## src/rtl/axi_request_responder.sv

```systemverilog
`timescale 1ns/1ps
// Request queue: push when not full, pop data visible combinationally at the head.
// Occupancy is registered, so a pop frees its slot only from the next cycle.
module axi_request_responder_fifo #(
    parameter int W     = 32,
    parameter int DEPTH = 16
) (
    input  logic         clk,
    input  logic         resetn,
    input  logic         i_push,
    input  logic [W-1:0] i_push_dat,
    input  logic         i_pop,
    output logic [W-1:0] o_pop_dat,
    output logic         o_full,
    output logic         o_empty
);
    localparam int AW = $clog2(DEPTH);

    logic [AW:0]   r_count;
    logic [AW-1:0] r_wr_ptr;
    logic [AW-1:0] r_rd_ptr;
    logic [W-1:0]  r_mem [DEPTH];

    assign o_full    = (r_count == (AW+1)'(DEPTH));
    assign o_empty   = (r_count == '0);
    assign o_pop_dat = r_mem[r_rd_ptr];

    always_ff @(posedge clk) begin
        if (!resetn) begin
            r_count  <= '0;
            r_wr_ptr <= '0;
            r_rd_ptr <= '0;
        end else begin
            // DEPTH is a power of two, so the pointers wrap by plain overflow.
            if (i_push) r_wr_ptr <= r_wr_ptr + AW'(1);
            if (i_pop)  r_rd_ptr <= r_rd_ptr + AW'(1);
            case ({i_push, i_pop})
                2'b10:   r_count <= r_count + (AW+1)'(1);
                2'b01:   r_count <= r_count - (AW+1)'(1);
                default: r_count <= r_count;
            endcase
        end
    end

    always_ff @(posedge clk) begin
        if (i_push) r_mem[r_wr_ptr] <= i_push_dat;
    end
endmodule

// Far-end responder: each queued request ID yields ROW_BEATS tagged beats, then a completion pulse.
// First beat two cycles after the request handshake; TX beats are held while TREADY is low.
module axi_request_responder #(
    parameter int ROW_BEATS  = 32,
    parameter int FIFO_DEPTH = 16
) (
    input  logic         clk,
    input  logic         resetn,
    input  logic [255:0] AXIS_RX_TDATA,
    input  logic         AXIS_RX_TVALID,
    input  logic         AXIS_RX_TLAST,
    output logic         AXIS_RX_TREADY,
    output logic [255:0] AXIS_TX_TDATA,
    output logic         AXIS_TX_TVALID,
    output logic         AXIS_TX_TLAST,
    input  logic         AXIS_TX_TREADY,
    output logic         row_complete_out,
    output logic [31:0]  rows_served,
    output logic         busy
);
    typedef enum logic {S_IDLE, S_STREAM} state_t;

    localparam logic [15:0] LAST_IDX   = 16'(ROW_BEATS - 1);
    localparam logic        FIRST_LAST = (ROW_BEATS == 1);

    state_t      r_state;
    logic        r_rx_en;
    logic [31:0] r_cur_req;
    logic [15:0] r_beat_idx;
    logic        r_tx_vld;
    logic        r_tx_last;
    logic        r_row_done;
    logic [31:0] r_rows_served;

    logic        w_full;
    logic        w_empty;
    logic        w_push;
    logic        w_pop;
    logic        w_tx_hs;
    logic        w_row_end;
    logic [31:0] w_head;
    logic        w_unused;

    assign w_unused = ^{AXIS_RX_TDATA[255:32], AXIS_RX_TLAST};

    // r_rx_en keeps TREADY low throughout reset even though the FIFO reads empty.
    assign AXIS_RX_TREADY = r_rx_en & ~w_full;
    assign w_push         = AXIS_RX_TVALID & AXIS_RX_TREADY;
    assign w_tx_hs        = r_tx_vld & AXIS_TX_TREADY;
    assign w_row_end      = w_tx_hs & r_tx_last;
    assign w_pop          = ~w_empty & ((r_state == S_IDLE) | w_row_end);

    axi_request_responder_fifo #(
        .W     (32),
        .DEPTH (FIFO_DEPTH)
    ) u_req_fifo (
        .clk        (clk),
        .resetn     (resetn),
        .i_push     (w_push),
        .i_push_dat (AXIS_RX_TDATA[31:0]),
        .i_pop      (w_pop),
        .o_pop_dat  (w_head),
        .o_full     (w_full),
        .o_empty    (w_empty)
    );

    always_ff @(posedge clk) begin
        if (!resetn) begin
            r_state       <= S_IDLE;
            r_rx_en       <= 1'b0;
            r_cur_req     <= '0;
            r_beat_idx    <= '0;
            r_tx_vld      <= 1'b0;
            r_tx_last     <= 1'b0;
            r_row_done    <= 1'b0;
            r_rows_served <= '0;
        end else begin
            r_rx_en    <= 1'b1;
            r_row_done <= w_row_end;
            if (w_row_end) r_rows_served <= r_rows_served + 32'd1;
            case (r_state)
                S_IDLE: begin
                    if (w_pop) begin
                        r_state    <= S_STREAM;
                        r_cur_req  <= w_head;
                        r_beat_idx <= '0;
                        r_tx_vld   <= 1'b1;
                        r_tx_last  <= FIRST_LAST;
                    end
                end
                S_STREAM: begin
                    if (w_row_end && w_pop) begin
                        // Next request already queued: start its row with no bubble.
                        r_cur_req  <= w_head;
                        r_beat_idx <= '0;
                        r_tx_last  <= FIRST_LAST;
                    end else if (w_row_end) begin
                        r_state   <= S_IDLE;
                        r_tx_vld  <= 1'b0;
                        r_tx_last <= 1'b0;
                    end else if (w_tx_hs) begin
                        r_beat_idx <= r_beat_idx + 16'd1;
                        r_tx_last  <= ((r_beat_idx + 16'd1) == LAST_IDX);
                    end
                end
                default: r_state <= S_IDLE;
            endcase
        end
    end

    assign AXIS_TX_TVALID   = r_tx_vld;
    assign AXIS_TX_TLAST    = r_tx_last;
    assign AXIS_TX_TDATA    = r_tx_vld ? {192'd0, 16'hC0DE, r_beat_idx, r_cur_req} : 256'd0;
    assign row_complete_out = r_row_done;
    assign rows_served      = r_rows_served;
    assign busy             = (r_state == S_STREAM) | ~w_empty;
endmodule
```

## config.mk

```make
export PLATFORM = sky130hd
export DESIGN_NAME = axi_request_responder
export DESIGN_NICKNAME = d
export VERILOG_FILES = /design/src/rtl/axi_request_responder.sv
export SDC_FILE = /design/constraint.sdc
export NUM_CORES = 1
export LEC_CHECK = 0
export CAP_MARGIN = 5
export CORE_ASPECT_RATIO = 1.25
export CORE_MARGIN = 10
export CORE_UTILIZATION = 46
export DETAILED_ROUTE_END_ITERATION = 8
export PLACE_DENSITY = 0.76
export SETUP_SLACK_MARGIN = 0.05
export SYNTH_ARGS = -nofsm -noshare
export SYNTH_HDL_FRONTEND = slang
export SYNTH_HIERARCHICAL = 1
export SYNTH_SLANG_ARGS = --single-unit
```

## constraint.sdc

```tcl
create_clock -name clk -period 3.48 [get_ports clk]
set_input_delay 0.348 -clock clk [delete_from_list [all_inputs] [get_ports clk]]
set_output_delay 0.348 -clock clk [all_outputs]
set_load 0.02 [all_outputs]
```

### Yosys cells after proc, flatten, opt, wreduce, memory -nomap -nowiden

Memories as Yosys holds them, arrays and structs flattened. A register that Yosys moved wholly into a read port is not among the register bits.
Index checks and enable logic that the tools add are counted.

| word-level totals | value |
|---|---|
| bits in registers | 98 |
| RAM bits | 512 |
| input port bits | 261 |
| output and inout bits | 293 |
| logic and storage cells | 74 |
| memories | 1 |

| operators by class | value |
|---|---|
| add/subtract/negate cells | 6 |
| equal/unequal tests | 11 |
| muxes and demuxes | 28 |
| bitwise logic cells | 10 |
| reduce and logical (&&, ||, !) cells | 7 |

Memory list:

| memory | depth | width | rd ports | clocked after Yosys merged registers in | write ports | line | RTL |
|---|---|---|---|---|---|---|---|
| u_req_fifo.r_mem | 16 | 32 | 1 | 1 | 1 | 22 | `logic [W-1:0] r_mem [DEPTH];` |

Operator list:

| cell | number |
|---|---|
| $mux W16 | 4 |
| $mux W32 | 2 |
| $mux W64 | 1 |
| $pmux W32 S2 | 1 |
| $add A32 B1 Y32 const B | 1 |
| $pmux W16 S2 | 1 |
| $add A16 B1 Y16 const B | 1 |
| $eq A16 B5 Y1 const B | 1 |
| $mux W1 | 13 |
| $pmux W5 S2 | 1 |
| $add A4 B1 Y4 const B | 2 |
| $mux W4 | 2 |
| $ne A2 B1 Y1 const B | 3 |
| $pmux W1 S2 | 3 |
| $reduce_and A3 Y1 | 2 |
| $add A5 B1 Y5 const B | 1 |
| $and A1 B1 Y1 | 5 |
| $eq A5 B5 Y1 const B | 1 |
| $logic_not A5 Y1 | 1 |
| $sub A5 B1 Y5 const B | 1 |
| $ne A4 B1 Y1 const B | 1 |
| $reduce_and A2 Y1 | 2 |
| $ne A3 B1 Y1 const B | 1 |
| $ne A3 B2 Y1 const B | 1 |
| 7 further kinds | 10 |

### Depth between registers and ports, before layout

Gate-level depths: netlist of the first run.

| depth | value |
|---|---|
| word-level depth | 7 |
| depth in mapped cells | 13 |
| mapped depth without buffers | 12 |

### Modules after synthesis

Netlist of the first run, hierarchy kept.

By module, submodules not included:

| module | instances | cells an instance | area each (um^2) | sequential area each (um^2) |
|---|---|---|---|---|
| axi_request_responder_fifo | 1 | 896 | 20,094.3 | 15,715.1 |
| axi_request_responder | 1 | 728 | 5,716.7 | 1,701.6 |

### Worst setup path before layout of the first run

No wires, ideal clock.

| timing | value |
|---|---|
| path kind | register to register |
| start | register r_tx_vld (netlist: AXIS_TX_TVALID) |
| end | register u_req_fifo.r_count[4] |
| setup time | 0.064 ns |
| data arrival time | 3.266 ns |
| required time | 3.416 ns |
| slack | 0.150 ns |
| stages on the path, launching flop included | 12 |
| buffers on the path | 1 |
| clock period less this slack | 3.330 ns |
| cells stage by stage | dfxtp_1 > nand3_1 > a21o_1 > inv_1 > buf_1 > ha_1 > xor2_1 > ha_1 > a21oi_1 > a221oi_1 > or4b_1 > nand4_1 |

| on the way | value |
|---|---|
| word-level cells in the longest chain between the ends | 6 |
| elaborated cells on any way between the ends | 8 |
| those cells by class | eq/ne (2); mux (1); bitwise (4); reduce/logical (1) |

Ends and longest elaborated chain:

| what | line | RTL |
|---|---|---|
| start, declared | 79 | `logic r_tx_vld;` |
| start signal, assigned | 122 | `r_tx_vld <= 1'b0;` |
| start signal, assigned | 136 | `r_tx_vld <= 1'b1;` |
| start signal, assigned | 148 | `r_tx_vld <= 1'b0;` |
| $and A1 B1 Y1 (*) | 98 | `assign w_tx_hs = r_tx_vld & AXIS_TX_TREADY;` |
| $and A1 B1 Y1 (*) | 99 | `assign w_row_end = w_tx_hs & r_tx_last;` |
| $or A1 B1 Y1 (*) | 100 | `assign w_pop = ~w_empty & ((r_state == S_IDLE) \| w_row_end);` |
| $and A1 B1 Y1 (*) | 100 |  |
| via w_pop | 87 | `logic w_pop;` |
| $eq A2 B1 Y1 / $eq A2 B2 Y1 (equally long branches) | 37 | `case ({i_push, i_pop})` |
| $pmux W5 S2 / $reduce_bool A2 Y1 (equally long branches) | n/a |  |
| end signal, assigned | 38 | `2'b10: r_count <= r_count + (AW+1)'(1);` |
| end signal, assigned | 39 | `2'b01: r_count <= r_count - (AW+1)'(1);` |
| end signal, assigned | 40 | `default: r_count <= r_count;` |
| end, declared | 19 | `logic [AW:0] r_count;` |

Mark *: on every way through the listed nets, which the timed path passes. The rest lies on a longest branch.
A chain may end at the register's enable or synchronous reset.

### Final worst setup path of the first run

| timing | value |
|---|---|
| start | register u_req_fifo.r_count[0] |
| end | register u_req_fifo.r_count[4] |

| on the way | value |
|---|---|
| word-level cells in the longest chain between the ends | 6 |
| elaborated cells on any way between the ends | 13 |
| those cells by class | add/sub (2); eq/ne (3); mux (1); bitwise (5); reduce/logical (2) |

Ends and longest elaborated chain:

| what | line | RTL |
|---|---|---|
| $eq A5 B5 Y1 (*) | 24 | `assign o_full = (r_count == (AW+1)'(DEPTH));` |
| via w_full | 84 | `logic w_full;` |
| $not A1 Y1 (*) | 96 | `assign AXIS_RX_TREADY = r_rx_en & ~w_full;` |
| $and A1 B1 Y1 (*) | 96 |  |
| $and A1 B1 Y1 (*) | 97 | `assign w_push = AXIS_RX_TVALID & AXIS_RX_TREADY;` |
| via w_push | 86 | `logic w_push;` |
| $eq A2 B1 Y1 / $eq A2 B2 Y1 (equally long branches) | 37 |  |
| $pmux W5 S2 / $reduce_bool A2 Y1 (equally long branches) | n/a |  |

Marks and branches as above.

==> run summary, run 1 <==
TIMING
----------------------------------------------------------------------------------
Fmax                                                                       325 MHz
Final Skew                                                               0.0207 ns
Hold Vio Cnt, Final                                                              0
Number of max-slew violations in the final report                                0
Period utilization                                                           0.883
Worst slew pin tran                                                       0.905 ns
Final critical delay including setup and external delays                   3.07 ns
Headroom to the max-slew limit                                               0.388
RSZ-0062 raised after global routing                                         false
Setup TNS Final                                                               0 ns
Setup violation total in the final timing report                                 0

SYNTH
----------------------------------------------------------------------------------
Distinct cells, synth                                                           58
Dominant register cell in the synthesized netlist                     sky130_fd_sc_hd__edfxtp_1
Number of warnings reported in the yosys synthesis log                           6
Mux cell area share after synthesis                                          0.113
Simple-gate share of the synthesized area                                   0.0745
Synth Register Bits                                                            614
Mean Syn Cell Area                                                        15.9 µm²
Post-synthesis instance total                                                 1624
Area share of fa/ha/maj cells after synthesis                              0.00582
Number of enable-type register cells in the synthesized netlist                512
FFs w/ async S/R, synth                                                          0
Total standard cell area after synthesis                                 25800 µm²
Synthesized-area fraction occupied by xor and xnor cells                    0.0149
Combinational family with the most area after synthesis               multiplexers
Sequential area share after synthesis                                        0.675
Synthesized-area fraction occupied by ao, oa, aoi and oai cells             0.0407

FINISH
----------------------------------------------------------------------------------
Most common cell after layout, fill and taps aside                    sky130_fd_sc_hd__edfxtp_1
Footprint of the multi-input gates                                        7220 µm²
Number of nets in the layout                                                  2046
Top library cells by usage in the layout, fill and taps aside         sky130_fd_sc_hd__edfxtp_1 (512), sky130_fd_sc_hd__conb_1 (200), sky130_fd_sc_hd__mux4_2 (128), sky130_fd_sc_hd__clkdlybuf4s50_1 (127), sky130_fd_sc_hd__nand2_1 (122)
FF+latch area                                                            17400 µm²
Count of filler cells inserted in the layout                                  4350
Area growth, synth to finish                                                 14.3%
Summed area of non-filler cells in the final layout                      29500 µm²
Share of final-layout standard cells stronger than drive strength 1          0.168

SETUP PATH
----------------------------------------------------------------------------------
Chain of cells forming the critical path                              or4_1 -> nor2_1 -> nor2b_1 -> and2_2 -> inv_1 -> ha_1 -> xor2_1 -> ha_1 -> a21oi_1 -> a221oi_1 -> or4b_1 -> nand4_1
Launch point of the worst reg-to-reg path                             u_req_fifo/r_count[0]$_SDFFE_PN0P_
Crit Path Class                                                            reg2reg
Worst-case reg-to-reg path depth                                                12
Type of destination of the critical path                                 flip-flop
Destination of the worst register-to-register timing path             u_req_fifo/r_count[4]$_SDFFE_PN0P_
Highest net fanout along the worst path                                          7
Crit-path max cell delay                                                   0.55 ns
Setup crit start kind                                                    flip-flop
Slowest cell on crit path                                             sky130_fd_sc_hd__or4_1
Flop2flop setup slack                                                      0.41 ns
Most used cell, CP                                                    sky130_fd_sc_hd__ha_1
Required @ worst endpoint                                                  4.03 ns
Setup crit start                                                      u_req_fifo/r_count[0]$_SDFFE_PN0P_
Arrival time at the worst endpoint                                         3.63 ns

CLOCKING
----------------------------------------------------------------------------------
Clock transition at the registers of the reported paths                    0.06 ns
Total of hold buffers inserted after clock tree synthesis                        0
Clk root buf                                                          sky130_fd_sc_hd__clkbuf_16
CTS max path bufs                                                                3
CTS tree                                                                      done
Clock latency on the worst-skew pair                                       0.63 ns
Post-cts gate resize count                                                       0
Number of clock sinks seen by CTS                                              614
Number of buffers created by CTS                                                59
H-tree depth                                                                     2
Setup repair bufs after CTS                                                      0

DETAILED ROUTING
----------------------------------------------------------------------------------
Via count of the routed design                                               14000
Drc violations                                                                   0
Wirelength per Cell                                                        23.4 µm
First-pass detailed-route iteration total                                        6
Routed vias/inst                                                              5.47
Total length of routed wires                                               60.1 mm
First DRT Iteration DRCs                                                      1412
Remaining antenna violation count after routing                                  0

GLOBAL ROUTE
----------------------------------------------------------------------------------
Remaining global-route overflow                                                  0
Global-route wire length before repair                                     88.6 mm
Antenna violations before repair                                                 4
All-Layer GR Usage                                                           0.176
Number of global-route vias before repair                                    14000
Pin count of the biggest net entering global routing                            62

PLACE
----------------------------------------------------------------------------------
Placement-stage cell area                                                27500 µm²
Gp weighted congestion                                                       0.825
PortBufs                                                                       128
DP Wirelength                                                              35.7 mm

MIN PATH
----------------------------------------------------------------------------------
Path category of the worst min-delay check                                  in2reg
Hold path endpoint                                                    r_rx_en$_DFF_P_
Min-delay src                                                               resetn
Cell depth of the worst min-delay path                                           1

POWER
----------------------------------------------------------------------------------
Worst voltage drop across the vdd grid                                    0.466 mV
PD cells                                                                644 nW/µm²
Sum of internal, switching and leakage power                              19000 µW
P_leak                                                                  0.00989 µW

RUN STATUS
----------------------------------------------------------------------------------
Run status                                                            finished, final reports clean

FLOORPLANNING
----------------------------------------------------------------------------------
Height of the die                                                           285 µm
Initial core utilization                                                     0.462
Width of the die                                                            232 µm
Placement Rows                                                                  97
Ports                                                                          554
Core outline area                                                        55800 µm²
Area enclosed by the die boundary                                        66000 µm²

FLOW RUN
----------------------------------------------------------------------------------
Max Cap Viol                                                                     0

power by group:
| group | switching [µW] | internal (µW) |
|---|---|---|
| clock network | 2740 | 3800 |
| registers | 251 | 8260 |
| logic | 2240 | 1700 |
metal layers:
| layer | track usage | part of all wire | vias to the layer above |
|---|---|---|---|
| li1 | - | - | 6071 |
| met1 | 0.218 | 0.37 | 7054 |
| met2 | 0.295 | 0.49 | 804 |
| met3 | 0.0481 | 0.11 | 113 |
| met4 | 0.0559 | 0.025 | 2 |
| met5 | 0 | 0.00017 | - |
kinds of logic after synthesis:
| kind of cell | Yosys count |
|---|---|
| AO/OA/AOI/OAI | 150 |
| XOR/XNOR | 44 |
| adder cells (fa/ha/maj) | 12 |
| buffers and inverters | 300 |
| flip-flops | 614 |
| multiplexers | 132 |
| other | 1 |
| AND/OR/NAND/NOR | 371 |
stage by stage:
step | instances | setup WS, ns | hold WS [ns] | utilization
2_1_floorplan | 1823 | 0.150 | 0.376 | -
3_3_place_gp | 2454 | 0.230 | 0.444 | 0.492
3_5_place_dp | 2454 | 0.186 | 0.450 | 0.492
4_1_cts | 2565 | 0.159 | 0.179 | 0.528
5_1_grt | 2567 | 0.129 | 0.211 | 0.529
6_report | 2568 | 0.406 | 0.214 | 0.529
critical path, delay by kind of cell (launching register included):
family | cells | cell delay, ns
AOI/OAI and AO/OA | 2 | 0.33
adders and majority gates | 2 | 0.48
DFF | 1 | 0.36
buffers and inverters | 1 | 0.10
xor gates and xnor gates | 1 | 0.09
and+or+nand+nor | 6 | 1.63
cell usage after synthesis, types with 2 or more instances:
| cell type | number | area (µm²) |
|---|---|---|
| sky130_fd_sc_hd__ha_1 | 12 | 150 |
| sky130_fd_sc_hd__nor4b_1 | 2 | 17.5 |
| sky130_fd_sc_hd__and2_2 | 2 | 15.0 |
| sky130_fd_sc_hd__o21ai_0 | 12 | 60.1 |
| sky130_fd_sc_hd__edfxtp_1 | 512 | 15400 |
| sky130_fd_sc_hd__a21boi_0 | 26 | 195 |
| sky130_fd_sc_hd__clkbuf_1 | 52 | 195 |
| sky130_fd_sc_hd__a21oi_1 | 21 | 105 |
| sky130_fd_sc_hd__xnor2_1 | 14 | 123 |
| sky130_fd_sc_hd__a31oi_1 | 4 | 25.0 |
| sky130_fd_sc_hd__o211a_1 | 2 | 20.0 |
| sky130_fd_sc_hd__nand4_1 | 21 | 131 |
| sky130_fd_sc_hd__nand2_1 | 122 | 458 |
| sky130_fd_sc_hd__nor2b_1 | 12 | 75.1 |
| sky130_fd_sc_hd__nor2_1 | 50 | 188 |
| sky130_fd_sc_hd__mux4_2 | 128 | 2880 |
| sky130_fd_sc_hd__and4_1 | 5 | 43.8 |
| sky130_fd_sc_hd__o31ai_1 | 2 | 15.0 |
| sky130_fd_sc_hd__or3_2 | 3 | 22.5 |
| sky130_fd_sc_hd__and3_1 | 12 | 75.1 |
| sky130_fd_sc_hd__o21a_1 | 4 | 30.0 |
| sky130_fd_sc_hd__inv_1 | 9 | 33.8 |
| sky130_fd_sc_hd__nand2b_1 | 3 | 18.8 |
| sky130_fd_sc_hd__mux2i_1 | 3 | 30.0 |
| sky130_fd_sc_hd__dfxtp_1 | 102 | 2040 |
| sky130_fd_sc_hd__buf_2 | 13 | 65.1 |
| sky130_fd_sc_hd__a21o_1 | 2 | 15.0 |
| sky130_fd_sc_hd__nor3_1 | 10 | 50.1 |
| sky130_fd_sc_hd__o211ai_1 | 4 | 30.0 |
| sky130_fd_sc_hd__nor3b_1 | 6 | 45.0 |
| sky130_fd_sc_hd__buf_1 | 7 | 26.3 |
| sky130_fd_sc_hd__a22oi_1 | 66 | 495 |
| sky130_fd_sc_hd__nand3_1 | 28 | 140 |
| sky130_fd_sc_hd__and2_1 | 77 | 482 |
| sky130_fd_sc_hd__buf_4 | 217 | 1630 |
| sky130_fd_sc_hd__xor2_1 | 30 | 263 |
| sky130_fd_sc_hd__nor4_1 | 4 | 25.0 |
| sky130_fd_sc_hd__nand4b_1 | 5 | 43.8 |
flip-flops by register name, summed over array words and instances, names as in the netlist, 4 cells and up, named ones only:
signal / count
r_beat_idx: 16
u_req_fifo/r_rd_ptr: 4
u_req_fifo/r_wr_ptr: 4
u_req_fifo/r_count: 5
rows_served: 32
r_cur_req: 32
u_req_fifo/r_mem: 512
cell type report:
cell class / count / share of cell area
Sequential cell: 614 / 0.591
Timing Repair Buffer: 179 / 0.0639
Clock buffer: 77 / 0.0547
Multi-Input combinational cell: 909 / 0.245
Clock inverter: 34 / 0.0134
Antenna cell: 3 / 0.000254
Inverter: 10 / 0.00127
Tap cell: 742 / 0.0315
how the worst max path moves through the flow:
stage / slack [ns] / cells after the start / endpoint
floorplan: 0.15 / 11 / u_req_fifo/r_count[4]$_SDFFE_PN0P_
global placement: 0.23 / 12 / u_req_fifo/r_count[4]$_SDFFE_PN0P_
detailed placement: 0.19 / 12 / u_req_fifo/r_count[4]$_SDFFE_PN0P_
CTS: 0.16 / 12 / u_req_fifo/r_count[4]$_SDFFE_PN0P_
global route: 0.13 / 12 / u_req_fifo/r_count[4]$_SDFFE_PN0P_
finish: 0.41 / 12 / u_req_fifo/r_count[4]$_SDFFE_PN0P_
(Power assumes the default switching activity.)
==> run 2: changes to the inputs <==
- CORE_ASPECT_RATIO: 1.25 -> 0.5
==> run summary, run 2 (synthesis gave the netlist of run 1 again) <==
RUN STATUS
----------------------------------------------------------------------------------
Run status                                                            finished, final reports clean

POWER
----------------------------------------------------------------------------------
Internal cell power                                                       13600 µW
Proportion of power drawn by combinational gates                             0.209
Switching Fraction                                                           0.272
Clock group share of total power                                             0.337
P_leak                                                                  0.00979 µW
Worst voltage drop across the vdd grid                                    0.410 mV
PD cells                                                                638 nW/µm²
Net load switching power                                                   5090 µW
Sequential fraction of design power                                          0.454

TIMING
----------------------------------------------------------------------------------
Period utilization                                                           0.894
Worst slew pin tran                                                        1.22 ns
Fmax                                                                       321 MHz
Smallest setup slack after layout                                         0.368 ns
Worst Hold Slack                                                          0.264 ns
Final Skew                                                               0.0205 ns
Setup TNS Final                                                               0 ns
RSZ-0062 raised after global routing                                         false
Headroom to the max-slew limit                                               0.187
Number of max-slew violations in the final report                                0
Final critical delay including setup and external delays                   3.11 ns
Hold Vio Cnt, Final                                                              0
Setup violation total in the final timing report                                 0

FINISH
----------------------------------------------------------------------------------
Top register by number of flip-flops                                  u_req_fifo/r_mem
Number of nets in the layout                                                  2031
Summed area of non-filler cells in the final layout                      29300 µm²
Share of final-layout standard cells stronger than drive strength 1          0.163
Cell Count, Final, Fillers Out                                                2560
Largest register FFs                                                           512
Top library cells by usage in the layout, fill and taps aside         sky130_fd_sc_hd__edfxtp_1 (512), sky130_fd_sc_hd__conb_1 (200), sky130_fd_sc_hd__mux4_2 (128), sky130_fd_sc_hd__clkdlybuf4s50_1 (127), sky130_fd_sc_hd__nand2_1 (122)
Most common cell after layout, fill and taps aside                    sky130_fd_sc_hd__edfxtp_1
Area growth, synth to finish                                                 13.5%

FLOORPLANNING
----------------------------------------------------------------------------------
Core outline area                                                        55500 µm²
Height of the die                                                           188 µm
Placement Rows                                                                  61
Initial core utilization                                                     0.465
Ports                                                                          554
Width of the die                                                            355 µm
Area enclosed by the die boundary                                        66600 µm²

DETAILED ROUTING
----------------------------------------------------------------------------------
First-pass detailed-route iteration total                                        5
First DRT Iteration DRCs                                                      1356
Drc violations                                                                   0
Remaining antenna violation count after routing                                  0
Total length of routed wires                                               58.3 mm
Routed vias/inst                                                              5.46
Wirelength per Cell                                                        22.8 µm
Via count of the routed design                                               14000

PLACE
----------------------------------------------------------------------------------
Gp weighted congestion                                                       0.777
DP Wirelength                                                              34.0 mm
PortBufs                                                                       128
Worst setup timing slack at the placement stage                           0.209 ns
Instance count after placement with tap cells included                        2459
Placement-stage cell area                                                27400 µm²

CLOCKING
----------------------------------------------------------------------------------
Number of buffers created by CTS                                                53
Post-cts gate resize count                                                       0
CTS tree                                                                      done
Setup repair bufs after CTS                                                      0
CTS max path bufs                                                                3
Clk root buf                                                          sky130_fd_sc_hd__clkbuf_16
H-tree depth                                                                     2
Total of hold buffers inserted after clock tree synthesis                        0
Number of clock sinks seen by CTS                                              614
Clock latency on the worst-skew pair                                       0.59 ns
Clock transition at the registers of the reported paths                    0.07 ns

SETUP PATH
----------------------------------------------------------------------------------
Destination of the worst register-to-register timing path             u_req_fifo/r_count[4]$_SDFFE_PN0P_
Highest net fanout along the worst path                                          9
Crit Path Class                                                            reg2reg
Setup crit start                                                      u_req_fifo/r_count[0]$_SDFFE_PN0P_
Launch point of the worst reg-to-reg path                             u_req_fifo/r_count[0]$_SDFFE_PN0P_
Setup crit start kind                                                    flip-flop
Required @ worst endpoint                                                  4.01 ns
Worst-case reg-to-reg path depth                                                12
Type of destination of the critical path                                 flip-flop
Setup crit end                                                        u_req_fifo/r_count[4]$_SDFFE_PN0P_
Arrival time at the worst endpoint                                         3.64 ns
Flop2flop setup slack                                                      0.37 ns

GLOBAL ROUTE
----------------------------------------------------------------------------------
Global-route wire length before repair                                     87.7 mm
Antenna violations before repair                                                 3
All-Layer GR Usage                                                           0.169
Remaining global-route overflow                                                  0
Pin count of the biggest net entering global routing                            62
Number of global-route vias before repair                                    14100

MIN PATH
----------------------------------------------------------------------------------
Path category of the worst min-delay check                                  in2reg

FLOW RUN
----------------------------------------------------------------------------------
Max Cap Viol                                                                     0

run 2: cell types whose count changed in the layout (fill, tap and decap cells not counted), sizes merged:
cell      delta
buf          -9
clkbuf       -8
clkinvlp     -2
inv          -2
bufinv       +1
clkinv       -1
diode        -1
run 2: metal layers:
metal | GRT usage | vias to the layer above | routed length [µm]
met5 | 0 | - | 0
met2 | 0.283 | 788 | 28500
li1 | - | 6023 | -
met1 | 0.217 | 7081 | 22100
met3 | 0.0439 | 95 | 6350
met4 | 0.0444 | 0 | 1310
run 2: worst min path at each step:
stage | cells after the start | from | to | slack [ns]
floorplan | 0 | resetn | r_rx_en$_DFF_P_ | 0.38
global placement | 2 | r_cur_req[1]$_SDFFE_PN0P_ | r_cur_req[1]$_SDFFE_PN0P_ | 0.44
detailed placement | 2 | r_cur_req[4]$_SDFFE_PN0P_ | r_cur_req[4]$_SDFFE_PN0P_ | 0.44
CTS | 1 | resetn | r_rx_en$_DFF_P_ | 0.26
global route | 1 | resetn | r_rx_en$_DFF_P_ | 0.28
finish | 1 | resetn | r_rx_en$_DFF_P_ | 0.26
run 2: final cells by class:
class | count | area (µm²)
Tap cell | 756 | 946
Antenna cell | 2 | 5.00
Multi-Input combinational cell | 909 | 7230
Sequential cell | 614 | 17400
Fill cell | 4275 | 26200
Clock inverter | 30 | 380
Clock buffer | 69 | 1510
Timing Repair Buffer | 170 | 1770
Inverter | 10 | 37.5
run 2: power by group through the flow:
stage | Sequential, µW | Clock [µW] | Combinational, µW
2_1_floorplan | 8530 | 0 | 3030
3_3_place_gp | 8620 | 0 | 3820
3_5_place_dp | 8640 | 0 | 3900
4_1_cts | 8490 | 6400 | 3930
5_1_grt | 8520 | 6690 | 4240
6_report | 8480 | 6310 | 3910
run 2: critical path, stage by stage (launching register included):
cell and delay, ns:
sky130_fd_sc_hd__dfxtp_1 0.36, sky130_fd_sc_hd__or4_1 0.54, sky130_fd_sc_hd__nor2_1 0.12, sky130_fd_sc_hd__nor2b_1 0.06, sky130_fd_sc_hd__and2_1 0.19, sky130_fd_sc_hd__inv_1 0.16, sky130_fd_sc_hd__ha_1 0.34, sky130_fd_sc_hd__xor2_1 0.11
sky130_fd_sc_hd__ha_1 0.23, sky130_fd_sc_hd__a21oi_1 0.22, sky130_fd_sc_hd__a221oi_1 0.16, sky130_fd_sc_hd__or4b_1 0.49, sky130_fd_sc_hd__nand4_1 0.08
run 2: stage by stage:
step                total power, µW   util
floorplan                     11600      -
global placement              12400  0.494
detailed placement            12500  0.494
CTS                           18800  0.528
global route                  19400  0.528
finish                        18700  0.528
